[config.mk]
export PLATFORM = sky130hd
export DESIGN_NAME = spike_synapse
export DESIGN_NICKNAME = d
export VERILOG_FILES = /design/src/rtl/spike_synapse.sv
export SDC_FILE = /design/constraint.sdc
export NUM_CORES = 1
export LEC_CHECK = 0
export CAP_MARGIN = 0
export CORE_MARGIN = 1.5
export CORE_UTILIZATION = 41
export DETAILED_ROUTE_END_ITERATION = 12
export HOLD_SLACK_MARGIN = 0.12
export PLACE_DENSITY = 0.67
export RECOVER_POWER = 50
export SYNTH_ARGS = -nofsm -noshare
export SYNTH_HDL_FRONTEND = slang
export SYNTH_SLANG_ARGS = --single-unit
[constraint.sdc]
create_clock -name clk -period 7.2 [get_ports clk]
set_clock_uncertainty 0.1 [all_clocks]
set_input_delay 1.44 -clock clk [delete_from_list [all_inputs] [get_ports clk]]
set_output_delay 1.44 -clock clk [all_outputs]
set_load 0.005 [all_outputs]
[src/rtl/spike_synapse.sv]
// rtl/spike_synapse.sv - synaptic current generator: event FIFO, saturating accumulate, exponential decay
module spike_synapse #(
    parameter int DEPTH        = 4,
    parameter int DECAY_SHIFT  = 3,
    parameter int DECAY_PERIOD = 4
) (
    input  logic       clk,
    input  logic       rst,
    input  logic       ev_valid,
    output logic       ev_ready,
    input  logic [7:0] ev_weight,
    input  logic       ev_inhibit,
    input  logic       refractory,
    output logic [7:0] current,
    output logic       sat,
    output logic       busy
);

    localparam int AW = (DEPTH > 1) ? $clog2(DEPTH) : 1;
    localparam int CW = (DECAY_PERIOD > 1) ? $clog2(DECAY_PERIOD) : 1;

    typedef enum logic {
        S_IDLE   = 1'b0,
        S_ACTIVE = 1'b1
    } state_t;

    // Event storage: bit 8 is the inhibit flag, bits 7:0 the weight.
    logic [8:0]    mem_q [DEPTH];
    logic [AW-1:0] wr_ptr_q, wr_ptr_d;
    logic [AW-1:0] rd_ptr_q, rd_ptr_d;
    logic [AW:0]   count_q, count_d;
    logic          ready_q;

    state_t        state_q, state_d;
    logic [CW-1:0] cnt_q, cnt_d;
    logic [7:0]    cur_q, cur_d;
    logic          sat_q, sat_d;
    logic          busy_q;

    logic          push;
    logic          pop;
    logic          tick;
    logic [8:0]    head;
    logic [7:0]    dec_amt;
    logic signed [9:0] d_acc;
    logic signed [9:0] wt_s;

    // Handshake and queue control; pops only happen while ACTIVE and not refractory.
    always_comb begin
        push     = ev_valid && ready_q;
        pop      = (state_q == S_ACTIVE) && (count_q != '0) && !refractory;
        head     = mem_q[rd_ptr_q];
        wr_ptr_d = push ? wr_ptr_q + AW'(1) : wr_ptr_q;
        rd_ptr_d = pop  ? rd_ptr_q + AW'(1) : rd_ptr_q;
        count_d  = count_q + (AW+1)'(push) - (AW+1)'(pop);
    end

    // Current update: decay first, then the popped event, then clamp to [0,255].
    always_comb begin
        tick    = (state_q == S_ACTIVE) && (cnt_q == CW'(DECAY_PERIOD - 1));
        dec_amt = cur_q >> DECAY_SHIFT;
        if (dec_amt == 8'd0) begin
            dec_amt = 8'd1;
        end
        wt_s  = signed'({2'b00, head[7:0]});
        d_acc = signed'({2'b00, cur_q});
        if (tick && (cur_q != 8'd0)) begin
            d_acc = d_acc - signed'({2'b00, dec_amt});
        end
        if (pop) begin
            if (head[8]) begin
                d_acc = d_acc - wt_s;
            end else begin
                d_acc = d_acc + wt_s;
            end
        end
        sat_d = 1'b0;
        cur_d = d_acc[7:0];
        if (d_acc < 10'sd0) begin
            cur_d = 8'd0;
            sat_d = 1'b1;
        end else if (d_acc > 10'sd255) begin
            cur_d = 8'd255;
            sat_d = 1'b1;
        end
    end

    // Next FSM state and decay counter; the counter only runs while staying ACTIVE.
    always_comb begin
        state_d = state_q;
        case (state_q)
            S_IDLE: begin
                if (push) begin
                    state_d = S_ACTIVE;
                end
            end
            S_ACTIVE: begin
                if ((cur_d == 8'd0) && (count_d == '0)) begin
                    state_d = S_IDLE;
                end
            end
            default: state_d = S_IDLE;
        endcase

        cnt_d = '0;
        if ((state_q == S_ACTIVE) && (state_d == S_ACTIVE)) begin
            cnt_d = tick ? '0 : cnt_q + CW'(1);
        end
    end

    // FIFO storage write; pointers are reset, so stale contents are never read.
    always_ff @(posedge clk) begin
        if (push && !rst) begin
            mem_q[wr_ptr_q] <= {ev_inhibit, ev_weight};
        end
    end

    // FSM, queue pointers and registered outputs.
    always_ff @(posedge clk) begin
        if (rst) begin
            state_q  <= S_IDLE;
            wr_ptr_q <= '0;
            rd_ptr_q <= '0;
            count_q  <= '0;
            ready_q  <= 1'b1;
            cnt_q    <= '0;
            cur_q    <= 8'd0;
            sat_q    <= 1'b0;
            busy_q   <= 1'b0;
        end else begin
            state_q  <= state_d;
            wr_ptr_q <= wr_ptr_d;
            rd_ptr_q <= rd_ptr_d;
            count_q  <= count_d;
            ready_q  <= (count_d != (AW+1)'(DEPTH));
            cnt_q    <= cnt_d;
            cur_q    <= cur_d;
            sat_q    <= sat_d;
            busy_q   <= (state_d == S_ACTIVE);
        end
    end

    assign ev_ready = ready_q;
    assign current  = cur_q;
    assign sat      = sat_q;
    assign busy     = busy_q;

endmodule

### Yosys cells after proc, flatten, opt, wreduce, memory -nomap -nowiden

Memory sizes are Yosys's and may differ from the RTL's. A register that Yosys moved wholly into a read port is not among the register bits.
Cells that the tools add are included.
W data, S select, Z words.

* bits in registers: 20
* RAM bits: 36
* input port bits: 13
* output and inout port bits: 11
* logic and storage cells: 54
* memories kept: 1

* $add $sub $neg: 8
* magnitude comparators: 2
* equal/unequal tests: 2
* mux-type cells: 15
* bitwise logic cells: 2
* reduce and logical (&&, ||, !) cells: 16

Memory list
* mem_q: words 4, width 9, rd ports 1, clocked after memory_dff 1, wr ports 1, RTL line 28 `logic [8:0] mem_q [DEPTH];`

Operators by type and width (count)
* $mux W10: 3
* $logic_not A8 Y1: 2
* $mux W8: 2
* $add A10 B9 Y10: 1
* $gt A10 B9 Y1 const B: 1
* $lt A10 B1 Y1 const B: 1
* $sub A10 B9 Y10: 1
* $sub A8 B8 Y9: 1
* $logic_and A1 B1 Y1: 8
* $reduce_bool A8 Y1: 1
* $add A2 B1 Y2 const B: 3
* $mux W1: 6
* $mux W5: 1
* $mux W2: 2
* $add A3 B1 Y3: 1
* $logic_not A3 Y1: 1
* $ne A3 B3 Y1 const B: 1
* $reduce_bool A3 Y1: 1
* $reduce_or A3 Y1: 1
* $sub A3 B1 Y3: 1
* $eq A2 B2 Y1 const B: 1
* $logic_not A1 Y1: 2
* $not A1 Y1: 2
* $pmux W1 S2: 1

### Depth between registers and ports, before layout

Gate-level depths: netlist of run 1.

* word-level depth: 17
* mapped depth: 19
* gate-level depth less buffers: 19

### Worst setup path after synthesis of run 1

No wires, ideal clock.

* path type: input port to flip-flop
* start: input port refractory
* end: register busy_q (netlist: busy)
* library setup time: 0.129 ns
* arrival time: 4.148 ns
* data required time: 6.971 ns
* setup slack: 2.823 ns
* stages: 17
* path buffers: 1
* cells stage by stage: inv_1 > o311ai_1 > inv_1 > clkbuf_1 > ha_1 > inv_1 > ha_1 > inv_1 > fa_1 > xor2_1 > xnor2_1 > nand2_1 > nor2_1 > and4_1 > o2111ai_1 > o311ai_0 > nand2_1

* cells in the longest elaborated chain, start to end: 10
* elaborated cells on any way between the ends: 13
* those cells by class: 1 x add/sub; 2 x order compare; 5 x mux; 5 x reduce/logical

RTL lines
* from (decl): RTL line 13 `input logic refractory,`
* $logic_not A1 Y1 (*): RTL line 51 `pop = (state_q == S_ACTIVE) && (count_q != '0) && !refractory;`
* $logic_and A1 B1 Y1 (*): RTL line 51
* net pop: RTL line 41 `logic pop;`
* $mux W10: RTL line 70 `if (pop) begin`
* $gt A10 B9 Y1: RTL line 82 `end else if (d_acc > 10'sd255) begin`
* $mux W8: RTL line 82
* $mux W8: RTL line 79 `if (d_acc < 10'sd0) begin`
* $logic_not A8 Y1: RTL line 98 `if ((cur_d == 8'd0) && (count_d == '0)) begin`
* $logic_and A1 B1 Y1 (*): RTL line 98
* $mux W1 (*): RTL line 98
* $pmux W1 S2 (*): RTL line 91 `case (state_q)`
* to (signal assigned): RTL line 139 `busy_q <= (state_d == S_ACTIVE);`
* to (decl): RTL line 38 `logic busy_q;`

Mark *: on every way through the listed nets, which the timed path passes. The rest lies on a longest branch.
A chain may end at the register's enable or synchronous reset.

### Worst setup path after layout of run 1

* start: input port refractory
* end: register cnt_q[1]

* cells in the longest elaborated chain, start to end: 13
* elaborated cells on any way between the ends: 16
* those cells by class: 1 x add/sub; 2 x order compare; 5 x mux; 1 x bitwise; 7 x reduce/logical

RTL lines
* $logic_not A1 Y1 (*): RTL line 51
* $logic_and A1 B1 Y1 (*): RTL line 51
* $mux W10: RTL line 70
* $gt A10 B9 Y1: RTL line 82
* $mux W8: RTL line 82
* $mux W8: RTL line 79
* $logic_not A8 Y1: RTL line 98
* $logic_and A1 B1 Y1 (*): RTL line 98
* $mux W1 (*): RTL line 98
* $pmux W1 S2 (*): RTL line 91
* $logic_and A1 B1 Y1 (*): RTL line 106 `if ((state_q == S_ACTIVE) && (state_d == S_ACTIVE)) begin`
* $not A1 Y1 (no source line) (*)
* $reduce_or A3 Y1 (no source line) (*)
* to (signal assigned): RTL line 136 `cnt_q <= cnt_d;`
* to (decl): RTL line 35 `logic [CW-1:0] cnt_q, cnt_d;`

Every way passes the cells marked *; elsewhere a longest branch is shown, timed or not.

==> results of run 1 <==
[layout make-up]
cell class / instances / share of cell area (%)
inverters: 24 / 2.22
well taps: 105 / 3.24
clock buffers: 9 / 3.05
clock inverters: 7 / 1.73
flip-flops and latches: 58 / 37.5
repair buffers: 24 / 5.77
multi-input cells: 226 / 46.5
[kinds of logic (layout without fill, tap and decap cells)]
family | after synthesis | count (layout)
mux | 21 | 21
flops | 58 | 58
buf+inv | 30 | 64
fa+ha+maj | 24 | 24
simple gates | 100 | 100
compound gates | 59 | 59
xor+xnor | 22 | 22
[worst max-delay path by stage]
stage | from | endpoint | depth (start not counted)
after global placement | refractory | cnt_q[1]$_SDFF_PP0_ | 18
after floorplan | refractory | busy$_SDFF_PP0_ | 17
after detailed placement | refractory | cnt_q[1]$_SDFF_PP0_ | 18
final | refractory | cnt_q[1]$_SDFF_PP0_ | 18
after global routing | refractory | cnt_q[0]$_SDFF_PP0_ | 18
after CTS | current[4]$_SDFF_PP0_ | cnt_q[1]$_SDFF_PP0_ | 19
[per-stage QoR]
stage               hold slack [ns]  power, mW  area [um2]  utilization (%)  setup WS, ns
floorplan                     0.369       1.17        3530                -          2.82
detailed placement            0.401       1.40        3860             46.6          2.08
finish                        0.405       1.67        4060             48.9          1.86
CTS                           0.411       1.69        4060             48.9          2.38
global route                  0.432       1.81        4060             48.9          1.45
global placement              0.384       1.38        3860             46.6          2.28
[flip-flops by register name (all words and copies together), names as in the netlist, named ones only]
signal,flops
busy,1
cnt_q,2
count_q,3
current,8
ev_ready,1
mem_q,36
rd_ptr_q,2
sat,1
wr_ptr_q,2
[routing by layer]
metal / GRT usage [%] / wire length, um / vias to the layer above
met5: 0 / 0 / -
met4: 6.99 / 87 / 0
met3: 4.03 / 234 / 11
met2: 25.9 / 3360 / 36
met1: 21.1 / 3160 / 1210
li1: - / - / 1225
[layout by cell type, fill, tap and decap left out, types with 4 or more instances in the layout]
cell	n
sky130_fd_sc_hd__a21oi_1	17
sky130_fd_sc_hd__dlygate4sd3_1	22
sky130_fd_sc_hd__mux2_2	6
sky130_fd_sc_hd__and2_1	5
sky130_fd_sc_hd__nand2_1	21
sky130_fd_sc_hd__ha_1	21
sky130_fd_sc_hd__xor2_1	5
sky130_fd_sc_hd__dfxtp_1	22
sky130_fd_sc_hd__nor2b_1	7
sky130_fd_sc_hd__inv_1	23
sky130_fd_sc_hd__xnor2_1	15
sky130_fd_sc_hd__nor3_1	8
sky130_fd_sc_hd__o21ba_1	4
sky130_fd_sc_hd__or3_1	4
sky130_fd_sc_hd__nand3_1	8
sky130_fd_sc_hd__mux4_2	7
sky130_fd_sc_hd__clkbuf_8	9
sky130_fd_sc_hd__a21o_1	4
sky130_fd_sc_hd__o21ai_0	8
sky130_fd_sc_hd__nor2_1	23
sky130_fd_sc_hd__o311ai_0	5
sky130_fd_sc_hd__edfxtp_1	36
sky130_fd_sc_hd__mux2i_1	6
[worst min-delay path: cells and delay by family, from the launching register on]
family / cells / cell delay (ns)
flip-flops: 1 / 0.32
AO/OA/AOI/OAI: 1 / 0.05
AND/OR/NAND/NOR: 1 / 0.08
[power by group]
part,total (mW),internal (mW),switching [mW]
logic,0.912,0.413,0.499
registers,0.471,0.414,0.0564
clock network,0.289,0.158,0.131
==> reports/metrics.sh, run 1 <==
OUTCOME='finished clean'
MIN-DELAY-PATH-CLASS='flip-flop to flip-flop'
BUFS_ON_LONGEST_CLOCK_PATH=2
TIGHTEST_SLEW_NS=0.646
SYNTH-WARNING-COUNT=0
CRIT_TYPE='input port to flip-flop'
POST_CTS_RESIZED=0
CTSHOLDBUFFERS=0
SHARE_OF_ASYNC_SETTABLE_OR_ASYNC_RESETTABLE_FLOPS_AFTER_SYNTHESIS_PCT=0
ROUTE.DETAILED.DRC=0
NETLIST_TOP_CELLS_AREA='sky130_fd_sc_hd__edfxtp_1, sky130_fd_sc_hd__dfxtp_1, sky130_fd_sc_hd__ha_1'
SYNTH_EDF_COUNT=36
MIN-DELAY-START='ev_ready$_SDFF_PP1_'
SYNTH_SIMPLE_GATE_AREA_SHARE_PCT=15.8
POST-DP-HPWL_UM=5150
DETAIL-ROUTE-ANTENNA-NETS=0
WORST_SETUP_HOLD_PATH_CLK_SLEW_NS=0.06
ROWS=33
LAYOUT.AREA.SEQ_UM2=1520
FLOORPLAN.CORE_AREA_UM2=8300
ENDPOINT_KIND='flip-flop'
WORSTREG2REGEND='cnt_q[1]$_SDFF_PP0_'
LAUNCH_POINT_OF_THE_WORST_REG_TO_REG_PATH='current[4]$_SDFF_PP0_'
GR-USAGE-ALL-LAYERS_PCT=16.3
VIA_COUNT=2482
GPL.FINAL_WEIGHTED_CONGESTION=0.787
LAYOUT-DRIVE-GT1-SHARE_PCT=13.2
POWER.STATIC_LEAKAGE_nW=1.56
VDD.IR_DROP.WORST_mV=0.236
SYNTH.FF_LATCH_COUNT=58
FLOORPLAN_DIE_WIDTH_UM=95.8
FIN_CRIT_SH_PCT=74.1
ANTENNADIODECOUNT=0
WORST-PATH-MAX-FANOUT=15
TRITONCTS.NUM_BUFFERS=9
ANTENNA_FOUND_INITIAL=0
REG2REG_SLACK_NS=2.38
FIRST_PASS_GRT_WIRE_LENGTH_UM=11200
AREA_DELTA_SYNTH_FINAL_PCT=14.8
PLACED_CELLS=437
IO_BUFFERS=23
MAX_CAP_VIOLATIONS=0
FINAL_NET_COUNT=380
MULTIINPUTGATEAREA_UM2=1880
YOSYS-TOP-CELLS-COUNT='sky130_fd_sc_hd__edfxtp_1, sky130_fd_sc_hd__inv_1, sky130_fd_sc_hd__nor2_1'
FINALSETUPVIOLATIONS=0
SYNTH_FLOP_CELL='sky130_fd_sc_hd__edfxtp_1'
SYNTH.LIB_CELLS_USED.DISTINCT=63
GLOBALROUTE.TOTALOVERFLOW=0
TIMING.MAX_SLEW.REL_SLACK_PCT=56.6
POST-SYNTH-TOP-COUNT-CELL='sky130_fd_sc_hd__edfxtp_1'
WORST_R2R_PATH_DEPTH=19
NUMBER_OF_GLOBAL_ROUTE_VIAS_BEFORE_REPAIR=2367
CTS_POST_SETUP_BUFFERS_INSERTED=0
SYNTH_COMPOUND_GATE_AREA_SHARE_PCT=12.6
SYNTH_XOR_XNOR_AREA_SHARE_PCT=6.20
CTS-HTREE-LEVELS=3
DIE-AREA_UM2=9180
WORST-ENDPOINT-REQUIRED_NS=7.32
LARGEST_NET_DEGREE_AT_THE_START_OF_GLOBAL_ROUTING=16
FINAL-HOLD-VIOLATION-COUNT=0
YOSYS.AREA_SHARE.ADDER_PCT=9.14
WORSTPATHCELLLIST='dlygate4sd3_1, inv_1, o311ai_0, clkbuf_1, inv_1, ha_1, inv_1, ha_1, inv_1, fa_1, xor2_1, xnor2_1, nand2_1, nor2_1, and4_1, o2111ai_1, o311ai_0, nand2_1'
ROUTEDWLPERCELL_UM=15.1
SYNTH.NET_COUNT=351
LARGEST_FAMILY_OF_LOGIC_CELLS_BY_SYNTHESIZED_AREA='simple AND/OR/NAND/NOR gates'
GRT_SETUP_UNREPAIRED='false'
WHS_PATH_DEPTH=2
NETLIST_INSTANCES=314
WORSTSKEWPAIRLATENCY_NS=0.34
CTS_TREE='yes'
NUMCLOCKSINKS=58
WORST-PATH-BUF-INV=6
TIMING_MAX_TRANSITION_VIOLATIONS_FINAL=0
NUM_IO_PINS=24
POST_SYNTH_INSTANCE_AREA_UM2=3530
FINAL.MIN_CLOCK_PERIOD_NS=5.34
MAX_CLOCK_FREQ_GHz=0.187
CLK_ROOT_BUFFER_CELL='sky130_fd_sc_hd__clkbuf_8'
SYNTH_LARGEST_TYPE_AREA_FRACTION_PCT=30.6
DETAILEDROUTE.FIRSTPASSITERATIONCOUNT=4
WHS_ENDPOINT='wr_ptr_q[1]$_SDFFE_PP0P_'
VIA_DENSITY=5.48
CRITPATHARRIVALTIME_NS=5.46
CRITPATHTOPFAMILY='buffers and inverters'
WORST_PATH_MOST_REPEATED_CELL='sky130_fd_sc_hd__inv_1'
LAYOUT.FILLER_CELLS=768
SYNTH_LARGEST_AREA_CELL='sky130_fd_sc_hd__edfxtp_1'
DETAIL_ROUTE.ITER0.VIOLATIONS=125
DIE_HEIGHT_UM=95.8
WL_UM=6850
STANDARD_CELL_WITH_THE_MAXIMUM_STAGE_DELAY_ON_THE_CRITICAL_PATH='sky130_fd_sc_hd__clkbuf_1'
FINALSETUPTNS_NS=0
MULTIPLEXER_SHARE_OF_THE_SYNTHESIZED_AREA_PCT=9.57
DELAY_OF_THE_SLOWEST_CRITICAL_PATH_STAGE_NS=0.53
P_PER_CELL_AREA_nW_PER_UM2=412
FLOORPLAN.INITIALDENSITY_PCT=42.5
SEQUENTIAL_SHARE_OF_THE_SYNTHESIZED_AREA_PCT=43.1
SORT_OF_ELEMENT_AT_THE_START_OF_THE_CRITICAL_PATH='input port'
POST_LAYOUT_NONFILLER_INSTANCES=453
SYNTHESIS.AREA_PER_INSTANCE_UM2=11.2
(Power assumes the default switching activity.)
==> inputs of run 2 (changes only) <==
- PLACE_DENSITY: 0.67 -> 0.69
- clock period: 7.2 -> 4.6 ns (I/O delays scaled with it)
==> reports/metrics.sh, run 2 (same netlist as run 1, synthesis figures left out) <==
ENDPOINT_KIND='flip-flop'
FINAL_COMMON_CELL='sky130_fd_sc_hd__edfxtp_1'
FINAL_NET_COUNT=393  # +3.4%
GR-USAGE-ALL-LAYERS_PCT=16.4  # +0.15 points
FINAL.MIN_CLOCK_PERIOD_NS=4.35
VIA_DENSITY=5.37  # -1.9%
FLOORPLAN.INITIALDENSITY_PCT=42.5  # unchanged
FINALSETUPTNS_NS=0  # unchanged
LAYOUT-DRIVE-GT1-SHARE_PCT=18.0  # +4.8 points
HOLD_WS_NS=0.397  # -0.00742 ns
CRITPATHARRIVALTIME_NS=4.46  # -1.00 ns
DETAILEDROUTE.FIRSTPASSITERATIONCOUNT=4  # unchanged
P_PER_CELL_AREA_nW_PER_UM2=659  # +60%
TIGHTEST_SLEW_NS=0.741  # +0.0946 ns
FINAL_CELL_AREA_UM2=4230  # +4.3%
FINALSETUPVIOLATIONS=0  # unchanged
PLACE_AREA_UM2=3960  # +2.3%
POWER.STATIC_LEAKAGE_nW=1.64  # +4.5%
REGMOSTFLOPS='mem_q'
POST-DP-HPWL_UM=5390  # +4.7%
DR.MAX_LAYER_USED='met4'
GPL.FINAL_WEIGHTED_CONGESTION=0.886  # +13%
CLK_ROOT_BUFFER_CELL='sky130_fd_sc_hd__clkbuf_8'
TRITONCTS.NUM_BUFFERS=9  # unchanged
WORST-PATH-MAX-FANOUT=8  # -7
DELAY_OF_THE_SLOWEST_CRITICAL_PATH_STAGE_NS=0.46  # -0.07 ns
VDD.IR_DROP.WORST_mV=0.369  # +56%
MIN-DELAY-START='ev_ready$_SDFF_PP1_'
POWER.SHARE.COMBINATIONAL_PCT=56.4  # +1.9 points
ANTENNA_FOUND_INITIAL=0  # unchanged
FLOORPLAN.CORE_AREA_UM2=8300  # unchanged
DIE_HEIGHT_UM=95.8  # unchanged
MAX_CLOCK_FREQ_GHz=0.230
GRT_SETUP_UNREPAIRED='false'
DETAIL_ROUTE.WIRELENGTH.MET1_UM=3350  # +6.0%
LARGEST_REG_FLOPS=36  # unchanged
CLKPWRFRAC_PCT=17.7  # +0.4 points
CRITPATHLAUNCH='current[6]$_SDFF_PP0_'
MAX_CAP_VIOLATIONS=0  # unchanged
MULTIINPUTGATEAREA_UM2=1950  # +3.3%
CTS_TREE='yes'
DIE-AREA_UM2=9180  # unchanged
LAYOUT.FILLER_CELLS=726  # -5.5%
WORSTPATHCELLLIST='nor4_4, or2_4, ha_4, inv_1, fa_1, and3_1, or3_1, a32o_1, ha_1, a2111oi_4, o2111ai_2, a2111oi_2, and4bb_4, nand2b_4, o21ba_1'
LAUNCH_POINT_OF_THE_WORST_REG_TO_REG_PATH='current[6]$_SDFF_PP0_'
TIMING.MAX_SLEW.REL_SLACK_PCT=50.3  # -6.4 points
NUMCLOCKSINKS=58  # unchanged
NUMBER_OF_GLOBAL_ROUTE_VIAS_BEFORE_REPAIR=2306  # -2.6%
NUM_IO_PINS=24  # unchanged
ROWS=33  # unchanged
FINAL-HOLD-VIOLATION-COUNT=0  # unchanged
CTS-HTREE-LEVELS=3  # unchanged
AREA_DELTA_SYNTH_FINAL_PCT=19.8
WORST_SETUP_HOLD_PATH_CLK_SLEW_NS=0.07  # about the same
BUFS_ON_LONGEST_CLOCK_PATH=2  # unchanged
OUTCOME='finished clean'
STANDARD_CELL_WITH_THE_MAXIMUM_STAGE_DELAY_ON_THE_CRITICAL_PATH='sky130_fd_sc_hd__a2111oi_4'
WORST-ENDPOINT-REQUIRED_NS=4.72  # -2.60 ns
LAYOUT.CELLS.MOST_COMMON_LIST='sky130_fd_sc_hd__edfxtp_1, sky130_fd_sc_hd__inv_1, sky130_fd_sc_hd__nor2_1'
GLOBALROUTE.TOTALOVERFLOW=0  # unchanged
LAYOUT.AREA.SEQ_UM2=1520  # +0.16%
TIMING_MAX_TRANSITION_VIOLATIONS_FINAL=0  # unchanged
FLOORPLAN_DIE_WIDTH_UM=95.8  # unchanged
WORSTSKEWPAIRLATENCY_NS=0.33  # about the same
ROUTE.DETAILED.DRC=0  # unchanged
P_SW_mW=1.09  # +58%
MIN-DELAY-PATH-CLASS='flip-flop to flip-flop'
SORT_OF_ELEMENT_AT_THE_START_OF_THE_CRITICAL_PATH='flip-flop'
WL_UM=7100  # +3.7%
INTERNAL_POWER_mW=1.70  # +72%
LARGEST_NET_DEGREE_AT_THE_START_OF_GLOBAL_ROUTING=16  # unchanged
CTSHOLDBUFFERS=0  # unchanged
CRIT_TYPE='flip-flop to flip-flop'
ROUTEDWLPERCELL_UM=15.2  # +0.79%
VIA_COUNT=2504  # +0.89%
DETAIL-ROUTE-ANTENNA-NETS=0  # unchanged
FIN_CRIT_SH_PCT=94.5
NETSWITCHINGFRACTION_PCT=39.0  # -2.0 points
MET2WIRELENGTH_UM=3490  # +3.9%
DETAIL_ROUTE.ITER0.VIOLATIONS=158  # +26%
ANTENNADIODECOUNT=0  # unchanged
FIRST_PASS_GRT_WIRE_LENGTH_UM=11400  # +2.2%
POST-ROUTE-UTIL_PCT=51.0  # +2.1 points
SEQUENTIALPOWERSHARE_PCT=25.9  # -2.3 points
MET3WIRELENGTH_UM=182  # -22%
IO_BUFFERS=23  # unchanged
==> run 2: cell types whose count changed in the layout (fill, tap and decap cells not counted), sizes merged <==
| cell | before | now |
|---|---|---|
| buf | 0 | 12 |
| bufinv | 1 | 2 |
| clkbuf | 10 | 12 |
| dlygate4sd3 | 22 | 19 |
| clkinvlp | 3 | 1 |
| clkdlybuf4s50 | 1 | 4 |
==> run 2: area by class of cell <==
class / instances / area share (%)
tap: 105 / 3.11
inverter: 24 / 2.13
sequential: 58 / 36.0
clock inverter: 6 / 1.92
multi-input combinational: 226 / 46.0
clock buffer: 10 / 3.02
timing repair buffer: 37 / 7.75
==> run 2: routing by layer <==
metal	global-route usage (%)	vias to the layer above
met2	26.0	41
met5	0	-
li1	-	1252
met4	4.41	0
met1	22.9	1204
met3	3.32	7
==> run 2: path summary, 6_finish.rpt <==
| path | endpoint | slack, ns | cells after the start |
|---|---|---|---|
| setup reg to reg | current[1]$_SDFF_PP0_ | 0.25 | 15 |
| setup / recovery | current[1]$_SDFF_PP0_ | 0.25 | 15 |
| hold / removal | wr_ptr_q[1]$_SDFFE_PP0P_ | 0.40 | 2 |
| hold reg to reg | wr_ptr_q[1]$_SDFFE_PP0P_ | 0.40 | 2 |
==> run 2: critical path, delay by kind of cell (launching register included) <==
| kind | cells | cell delay [ns] |
|---|---|---|
| compound gates | 5 | 1.51 |
| simple gates | 6 | 1.35 |
| fa+ha+maj | 3 | 0.88 |
| flops | 1 | 0.34 |
| buf+inv | 1 | 0.04 |
==> run 2: power by group through the flow <==
stage,Sequential (mW),Combinational (mW),Clock (mW)
floorplan,0.724,1.11,0
global placement,0.723,1.48,0
detailed placement,0.726,1.50,0
CTS,0.718,1.51,0.497
global route,0.735,1.75,0.520
finish,0.723,1.57,0.492
==> run 2: what timing repair did <==
action | in CTS | in global routing
setup buffers | 0 | 1
resized for setup | 1 | 12
endpoints found under the setup margin | 1 | 12
pin swaps | 0 | 7
endpoints found under the hold margin | 0 | 0
==> run 2: metrics by stage <==
stage	instances	worst slack (ns)	power, mW
after CTS	465	0.0722	2.73
after global routing	466	0.0207	3.01
after global placement	449	0.132	2.21
after floorplan	314	0.395	1.83
after detailed placement	449	0.0194	2.22
final	466	0.254	2.79
==> variant (settings of run 2) <==
Set the parameter `DECAY_PERIOD` to 8 (it was 4).
--- a/src/rtl/spike_synapse.sv
+++ b/src/rtl/spike_synapse.sv
@@ -2,7 +2,7 @@
 module spike_synapse #(
     parameter int DEPTH        = 4,
     parameter int DECAY_SHIFT  = 3,
-    parameter int DECAY_PERIOD = 4
+    parameter int DECAY_PERIOD = 8
 ) (
     input  logic       clk,
     input  logic       rst,
Check against the original RTL: not equivalent (a bounded check fails within 10 cycles, from zero or initial values and one cycle with rst high).
==> variant against run 2 <==
  * Area after synthesis is 1.9% lower
  * Cell area is 1.6% lower
  * Via count is 0.12% lower
  * Worst setup slack better by 26 ps
  * Synthesized cell count is 1.3% lower
  * Core utilization is 0.29 points lower
  * Total power is 6.1% lower
  * Non-clock buffer count is 1 higher
  * Count of clock-buffer cells in the layout is 1 lower
  * Sequential cell count is 1 higher
  * Critical endpoint is now busy
  * Largest power group unchanged
  * First-iteration DRC count is 2.5% higher
  * Wire length is 2.5% lower
  * Critical path type unchanged
  * Die area is 1.9% lower
==> variant: results <==
export IMPL_status="complete, no violations"
export IMPL_place_ws_ps=-39.7
export IMPL_yosysSeqAreaShare_pct=44.5
export IMPL_gp_congestion=0.845
export IMPL_routed_wl_mm=6.92
export IMPL_rrSetupSlack_ps=280
export IMPL_crit_fanout=4
export IMPL_synth_common_cells="edfxtp_1 (36), inv_1 (25), nor2_1 (24)"
export IMPL_track_usage_pct=17.4
export IMPL_synth_distinct_cells=54
export IMPL_grt_pass1_wl_mm=11.7
export IMPL_crit_family="simple AND/OR/NAND/NOR gates"
export IMPL_critPathMaxStageDelay_ps=420
export IMPL_leakagePower_nw=1.61
export IMPL_grt_pass1_vias=2516
export IMPL_place_area_mm2=0.00390
export IMPL_routedWlPerCell_um=15.0
export IMPL_nNetsFinal=389
export IMPL_r2r_start="current[7]"
export IMPL_synth_fp_nets=347
export IMPL_hold_start="wr_ptr_q[1]"
export IMPL_dpl_hpwl_mm=5.38
export IMPL_place_inst=446
export IMPL_regToRegEndpoint="busy"
export IMPL_synth_area_leaders="edfxtp_1 (31%), dfxtp_1 (13%), ha_1 (7.6%), mux4_2 (5.9%), xnor2_1 (4.3%)"
export IMPL_drtIter0Drc=162
export IMPL_hold_ws_ps=409
export IMPL_relSlewSlack_pct=57.9
export IMPL_routed_via_density=5.41
variant: how the worst max path moves through the flow:
stage / startpoint / to / slack, ps / cells past startpoint
final: current[7] / busy / 280 / 21
after global routing: current[4] / busy / 30 / 19
after CTS: current[4] / current[2] / 80 / 17
after detailed placement: current[4] / current[2] / -40 / 17
after global placement: current[4] / current[2] / -30 / 17
after floorplan: current[4] / busy / 270 / 20
variant: layout make-up:
| type | count | area [µm²] |
|---|---|---|
| fillers | 721 | 4050 |
| multi-input cells | 219 | 1830 |
| flip-flops and latches | 59 | 1540 |
| repair buffers | 38 | 332 |
| well taps | 105 | 131 |
| clock buffers | 9 | 124 |
| clock inverters | 7 | 115 |
| inverters | 25 | 93.8 |
variant: layer usage:
metal  wire (µm)  vias up  track usage (%)
li1            -     1229                -
met2        3360       41             28.0
met5           0        -                0
met1        3230     1223             22.7
met4         130        0             7.59
met3         204        8             3.22
variant: worst min-delay path, cell delays in order (launching register included):
cell and delay (ps):
dfxtp_1 340, nand2_1 70, a21oi_1 60
variant: timing repair:
item                                    in CTS  in global routing
resized for setup                            1                  8
pin swaps                                    0                  1
endpoints found under the setup margin       2                 12
variant: report_power, final:
part | switching, mW | total [mW] | internal, mW
clock | 0.203 | 0.562 | 0.359
sequential | 0.0598 | 0.707 | 0.647
combinational | 0.727 | 1.35 | 0.621
variant: cell families (layout without fill, tap and decap cells):
family	Yosys count	in the layout	synth area share (%)
AO/OA/AOI/OAI	61	61	12.5
flip-flops	59	59	44.5
multiplexers	16	16	8.06
buffers and inverters	32	79	3.79
AND/OR/NAND/NOR	90	90	13.8
adder cells (fa/ha/maj)	25	25	9.61
XOR/XNOR	27	27	7.70
